--- src/rtl/pwm_set_gen_pkg.sv ---
// Shared definitions for the fixed-frequency PWM set generator.
package pwm_set_gen_pkg;

    localparam int COUNTER_WIDTH = 21;
    localparam int SKIP_WIDTH    = 8;

    typedef enum logic [1:0] {
        ST_IDLE = 2'd0,
        ST_ON   = 2'd1,
        ST_OFF  = 2'd2,
        ST_WAIT = 2'd3
    } state_t;

    // Counter increment that sticks at all-ones instead of wrapping.
    function automatic logic [SKIP_WIDTH-1:0] sat_inc(input logic [SKIP_WIDTH-1:0] value);
        logic [SKIP_WIDTH-1:0] result;
        if (value == {SKIP_WIDTH{1'b1}}) begin
            result = value;
        end else begin
            result = value + SKIP_WIDTH'(1);
        end
        return result;
    endfunction

endpackage

--- src/rtl/pwm_set_gen_period_timer.sv ---
// Switching-period counter: counts 0..P-1 while enabled and flags the boundary cycle.
// The period length is captured in the cycle where the count restarts at zero.
module pwm_set_gen_period_timer
    import pwm_set_gen_pkg::*;
#(
    parameter int counter_width = COUNTER_WIDTH
) (
    input  logic                     clk,
    input  logic                     rst_n,
    input  logic                     enable,
    input  logic [counter_width-1:0] period,
    output logic                     bnd
);

    localparam logic [counter_width-1:0] CNT_ZERO   = {counter_width{1'b0}};
    localparam logic [counter_width-1:0] CNT_ONE    = counter_width'(1);
    localparam logic [counter_width-1:0] MIN_PERIOD = counter_width'(2);

    logic [counter_width-1:0] pcnt_r;
    logic [counter_width-1:0] plen_r;
    logic [counter_width-1:0] plen_in_s;
    logic                     wrap_s;

    // Clamp the requested period so a period always spans at least two cycles.
    always_comb begin
        plen_in_s = period;
        if (period < MIN_PERIOD) begin
            plen_in_s = MIN_PERIOD;
        end else begin
            plen_in_s = period;
        end
    end

    assign wrap_s = (pcnt_r >= (plen_r - CNT_ONE));
    assign bnd    = (pcnt_r == CNT_ZERO) && enable;

    // Period counter; a new length only applies from the period that starts next.
    always_ff @(posedge clk or negedge rst_n) begin
        if (!rst_n) begin
            pcnt_r <= CNT_ZERO;
            plen_r <= MIN_PERIOD;
        end else if (!enable) begin
            pcnt_r <= CNT_ZERO;
        end else if (pcnt_r == CNT_ZERO) begin
            plen_r <= plen_in_s;
            pcnt_r <= CNT_ONE;
        end else if (wrap_s) begin
            pcnt_r <= CNT_ZERO;
        end else begin
            pcnt_r <= pcnt_r + CNT_ONE;
        end
    end

endmodule

--- src/rtl/pwm_set_gen.sv ---
// Fixed-frequency PWM initiator: pulses set at each period boundary, holds pwm_out until
// the on-time timer (or the ton_max backstop) ends the pulse, then enforces a minimum off-time.
module pwm_set_gen
    import pwm_set_gen_pkg::*;
#(
    parameter int counter_width = COUNTER_WIDTH
) (
    input  logic                     clk,
    input  logic                     rst_n,
    input  logic                     enable,
    input  logic [counter_width-1:0] period,
    input  logic [counter_width-1:0] toff_min,
    input  logic [counter_width-1:0] ton_max,
    input  logic                     reset_pwm,
    output logic                     set,
    output logic                     pwm_out,
    output logic                     ton_max_hit,
    output logic [SKIP_WIDTH-1:0]    skip_cnt
);

    localparam logic [counter_width-1:0] CNT_ZERO = {counter_width{1'b0}};
    localparam logic [counter_width-1:0] CNT_ONE  = counter_width'(1);

    state_t                   state_r;
    logic [counter_width-1:0] ton_cnt_r;
    logic [counter_width-1:0] toff_cnt_r;
    logic                     set_r;
    logic                     pwm_r;
    logic                     hit_r;
    logic [SKIP_WIDTH-1:0]    skip_r;
    logic                     bnd_s;

    pwm_set_gen_period_timer #(
        .counter_width(counter_width)
    ) u_period_timer (
        .clk   (clk),
        .rst_n (rst_n),
        .enable(enable),
        .period(period),
        .bnd   (bnd_s)
    );

    // Control FSM with registered outputs; dropping enable returns everything to idle.
    always_ff @(posedge clk or negedge rst_n) begin
        if (!rst_n) begin
            state_r    <= ST_IDLE;
            ton_cnt_r  <= CNT_ZERO;
            toff_cnt_r <= CNT_ZERO;
            set_r      <= 1'b0;
            pwm_r      <= 1'b0;
            hit_r      <= 1'b0;
            skip_r     <= {SKIP_WIDTH{1'b0}};
        end else if (!enable) begin
            state_r    <= ST_IDLE;
            ton_cnt_r  <= CNT_ZERO;
            toff_cnt_r <= CNT_ZERO;
            set_r      <= 1'b0;
            pwm_r      <= 1'b0;
            hit_r      <= 1'b0;
            skip_r     <= {SKIP_WIDTH{1'b0}};
        end else begin
            set_r <= 1'b0;
            hit_r <= 1'b0;
            // A boundary that lands while a pulse or off-time is still running is lost.
            if (bnd_s && ((state_r == ST_ON) || (state_r == ST_OFF))) begin
                skip_r <= sat_inc(skip_r);
            end
            case (state_r)
                ST_IDLE: begin
                    state_r <= ST_WAIT;
                    pwm_r   <= 1'b0;
                end
                ST_WAIT: begin
                    if (bnd_s) begin
                        state_r   <= ST_ON;
                        set_r     <= 1'b1;
                        pwm_r     <= 1'b1;
                        ton_cnt_r <= CNT_ZERO;
                    end
                end
                ST_ON: begin
                    if (reset_pwm) begin
                        state_r    <= ST_OFF;
                        pwm_r      <= 1'b0;
                        toff_cnt_r <= CNT_ZERO;
                    end else if (ton_cnt_r >= ton_max) begin
                        state_r    <= ST_OFF;
                        pwm_r      <= 1'b0;
                        hit_r      <= 1'b1;
                        toff_cnt_r <= CNT_ZERO;
                    end else begin
                        ton_cnt_r <= ton_cnt_r + CNT_ONE;
                    end
                end
                ST_OFF: begin
                    if (toff_cnt_r >= toff_min) begin
                        state_r <= ST_WAIT;
                    end else begin
                        toff_cnt_r <= toff_cnt_r + CNT_ONE;
                    end
                end
                default: begin
                    state_r <= ST_IDLE;
                    pwm_r   <= 1'b0;
                end
            endcase
        end
    end

    assign set         = set_r;
    assign pwm_out     = pwm_r;
    assign ton_max_hit = hit_r;
    assign skip_cnt    = skip_r;

endmodule
--- config.mk ---
export PLATFORM = sky130hd
export DESIGN_NAME = pwm_set_gen
export DESIGN_NICKNAME = d
export VERILOG_FILES = /design/src/rtl/pwm_set_gen_pkg.sv /design/src/rtl/pwm_set_gen_period_timer.sv /design/src/rtl/pwm_set_gen.sv
export SDC_FILE = /design/constraint.sdc
export NUM_CORES = 1
export LEC_CHECK = 0
export ABC_AREA = 1
export BUFFER_PORTS_ARGS = -buffer_cell sky130_fd_sc_hd__buf_4
export CAP_MARGIN = 20
export CORE_UTILIZATION = 35
export CTS_CLUSTER_DIAMETER = 200
export CTS_CLUSTER_SIZE = 24
export DETAILED_ROUTE_END_ITERATION = 16
export GPL_TIMING_DRIVEN = 0
export RECOVER_POWER = 100
export SLEW_MARGIN = 0
export SYNTH_ARGS = -nofsm -noshare
export SYNTH_HDL_FRONTEND = slang
export SYNTH_SLANG_ARGS = --single-unit
--- constraint.sdc ---
create_clock -name clk -period 3.5 [get_ports clk]
set_input_delay 1.05 -clock clk [delete_from_list [all_inputs] [get_ports clk]]
set_output_delay 1.05 -clock clk [all_outputs]
set_load 0.01 [all_outputs]
==> summary.txt <==
Setup ws final: 0.326 ns
First-pass GRT wire length: 34.7 mm
Max frequency: 0.315 GHz
Via-to-Cell Ratio: 4.81
Die Height: 154 um
CP delay by family, top: simple AND/OR/NAND/NOR gates
Cells after Synth: 1,169
Post-detailed-route count of antenna-violating nets: 0
Clock Skew: 0.00665 ns
Synthesized area: 0.00805 mm^2
Post-route cell area: 0.00919 mm^2
Initial core utilization: 35.7%
Status: complete, no violations
Final Hold Vio Count: 0
Minimum clock period: 3.17 ns
Sequential-to-total area share from yosys stat: 30.2%
Crit-path slowest cell: dfrtp_1
Fillers: 2,405
Sw Pwr: 1.55 mW
CTS tree: built
Mean Syn Cell Area: 6.89 um^2
Clk slew on worst S/H paths: 0.07 ns
I/O pin total: 78
Grt total ovfl: 0
Starting DRT DRC Count: 320
CP cell instances: inv_1, ha_1, inv_1, nor3_4, nand2_2, nor2_2, nand4_2, nor2_1, xor2_1, ha_1, nand2_1, nor2_1, nand2_1, nor2_1, o21ai_0, nand4_1, clkbuf_4, nor3_1
Dpl cell area: 0.00901 mm^2
Clock sinks: 97
Final Util: 40.7%
Critical path class: flop to flop
CP arrival: 3.43 ns
LEAKAGE: 4.56 nW
Comb pwr share: 37.1%
Inserted Clock Buffers: 9
Largest net degree at the start of global routing: 53
Fin cells: 1,546
Count of final setup violators: 0
Worst-Margin Slew: 1.32 ns
Layout cells sized above 1: 9.83%
Maximum vdd drop: 0.319 mV
Synth Register Bits: 97
CP required: 3.75 ns
Vias: 7,441
Ys Warns: 0
Chip width: 154 um
Routed WL: 20.2 mm
CTS root buffer: clkbuf_16
Crit. End Element: flop
Distinct cells, synth: 41
Initial antenna violation count: 0
Largest fanout on the critical path: 10
Sw Ratio: 38.7%
Worst skew pair latency: 0.35 ns
P_int: 2.45 mW
Die ar.: 0.0236 mm^2
Slew headroom: 12.0%
CP peak stage delay: 0.37 ns
Post-DP HPWL: 15.9 mm
Rows: 55
RD Place Congestion: 0.888
Final net count: 1,398
Postcts setup bufs: 0
Clock buffer depth: 2
Overall Global Routing Usage: 18.0%
Clk pwr share: 26.2%
Setup slack at placement: 0.208 ns
H-tree lvl count: 3
Syn_nets: 1,309
Worst Hold Class: flop to flop
Residual DRC: 0
Slew Limit Fails: 0
Worst path bufs/invs: 3
Wire per inst: 13.0 um
RSZ-0062 raised after global routing: false
Port bufs: 77
Setup TNS: 0 ns
Vias in the first global route: 7,302
N_diodes: 0
Pwr/cell area: 435 mW/mm^2
Sequential fraction of design power: 36.7%
Drt pass-1 iters: 4
Final worst-path cycle share: 90.7%
Max_cap viols: 0
Area Growth Syn to Fin: 14.1%
Cell mode on critical path: nor2_1
Worst setup SP type: flop
DP Cell Count: 1,532
Floorplan core area: 0.0226 mm^2
-- layout by cell type, fill, tap and decap left out, drive strengths merged, types with 2 or more instances in the layout --
cell type  synthesis  layout
inv              152     152
nor4               8       8
clkinv             2       2
a21oi             32      32
a21o               4       4
xnor2             16      16
nand3b             2       2
nor3              51      51
o21bai             4       4
or2                2       2
ha                73      73
clkbuf             7      40
nor2             138     138
xor2              39      39
nand2            365     365
nor3b              3       3
o21ai             32      32
bufinv             0       2
dfrtp             96      96
nand3             72      72
buf               17      73
nand4             49      49
-- registers in the layout, indices dropped and copies added (netlist names) --
name,count
u_period_timer.pcnt_r,21
skip_cnt,8
ton_max_hit,1
toff_cnt_r,21
u_period_timer.plen_r,21
state_r,2
set,1
ton_cnt_r,21
pwm_out,1
-- final timing paths --
path | startpoint | end | slack, ns | cells past startpoint
max in group asynchronous | rst_n | toff_cnt_r[17] | 0.65 | 2
min | u_period_timer.plen_r[20] | u_period_timer.plen_r[20] | 0.51 | 2
min reg2reg | u_period_timer.plen_r[20] | u_period_timer.plen_r[20] | 0.51 | 2
max | u_period_timer.plen_r[0] | u_period_timer.pcnt_r[7] | 0.33 | 18
max reg2reg | u_period_timer.plen_r[0] | u_period_timer.pcnt_r[7] | 0.33 | 18
min in group asynchronous | rst_n | u_period_timer.plen_r[10] | 0.94 | 1
-- metrics by stage --
stage | total power, mW | hold WS [ns]
6_report | 4.00 | 0.505
5_1_grt | 4.34 | 0.529
4_1_cts | 4.09 | 0.507
3_5_place_dp | 3.01 | 0.490
3_3_place_gp | 2.98 | 0.498
2_1_floorplan | 2.55 | 0.461
-- Yosys cell counts, drive strengths merged --
master	number	area share, %
nor2	138	6.9
clkinv	2	0.093
a21boi	1	0.093
nand3b	2	0.19
nor3b	3	0.28
nor4	8	0.62
nor3	51	3.8
xor2	39	4.2
a211oi	1	0.093
or2	2	0.16
dfstp	1	0.33
dfrtp	96	30
nand3	72	4.7
mux2i	1	0.12
ha	73	11
a21o	4	0.37
nand4	49	4.1
o21bai	4	0.37
o21ai	32	2.0
nand2	365	17
or3	1	0.078
inv	152	7.1
xnor2	16	1.7
clkbuf	7	0.34
buf	17	1.7
a21oi	32	2.1
-- routing by layer --
metal,part of all wire (%),track usage [%]
met1,49,24.2
met2,47,30.3
met3,3.4,2.56
met4,0.86,4.10
met5,0,0
-- power groups by stage --
| stage | sequential (mW) | combinational, mW | clock [mW] |
|---|---|---|---|
| 2_1_floorplan | 1.45 | 1.10 | 0 |
| 4_1_cts | 1.46 | 1.53 | 1.09 |
| 3_5_place_dp | 1.48 | 1.52 | 0 |
| 3_3_place_gp | 1.48 | 1.50 | 0 |
| 6_report | 1.47 | 1.48 | 1.05 |
| 5_1_grt | 1.49 | 1.72 | 1.13 |
-- cells by family (layout without fill, tap and decap cells) --
logic type	after synthesis	in the layout	synth area share, %
simple gates	691	691	38.1
fa+ha+maj	73	73	11.3
buf+inv	178	270	9.20
xor+xnor	55	55	5.98
compound gates	74	74	5.05
flops	97	97	30.2
mux	1	1	0.124
-- worst min-delay path, stage by stage (launching register included) --
cell and delay [ns]:
dfrtp_1 0.37, nand2_1 0.06, nand2_1 0.05
-- layout make-up --
| class | instances | area, um^2 | area share (%) |
|---|---|---|---|
| sequential | 97 | 2430 | 26.4 |
| buffer | 24 | 143 | 1.55 |
| multi-input combinational | 894 | 4850 | 52.7 |
| inverter | 154 | 578 | 6.29 |
| clock buffer | 11 | 233 | 2.53 |
| timing repair buffer | 78 | 539 | 5.87 |
| tap | 285 | 357 | 3.88 |
| clock inverter | 3 | 67.6 | 0.735 |
-- repair_timing --
item / in CTS / in global routing
gates resized for setup: 0 / 3
hold endpoints to repair: 0 / 0
setup endpoints to repair: 0 / 20
hold buffers: 0 / 0
Note: power is estimated with default switching activity, not from simulation.
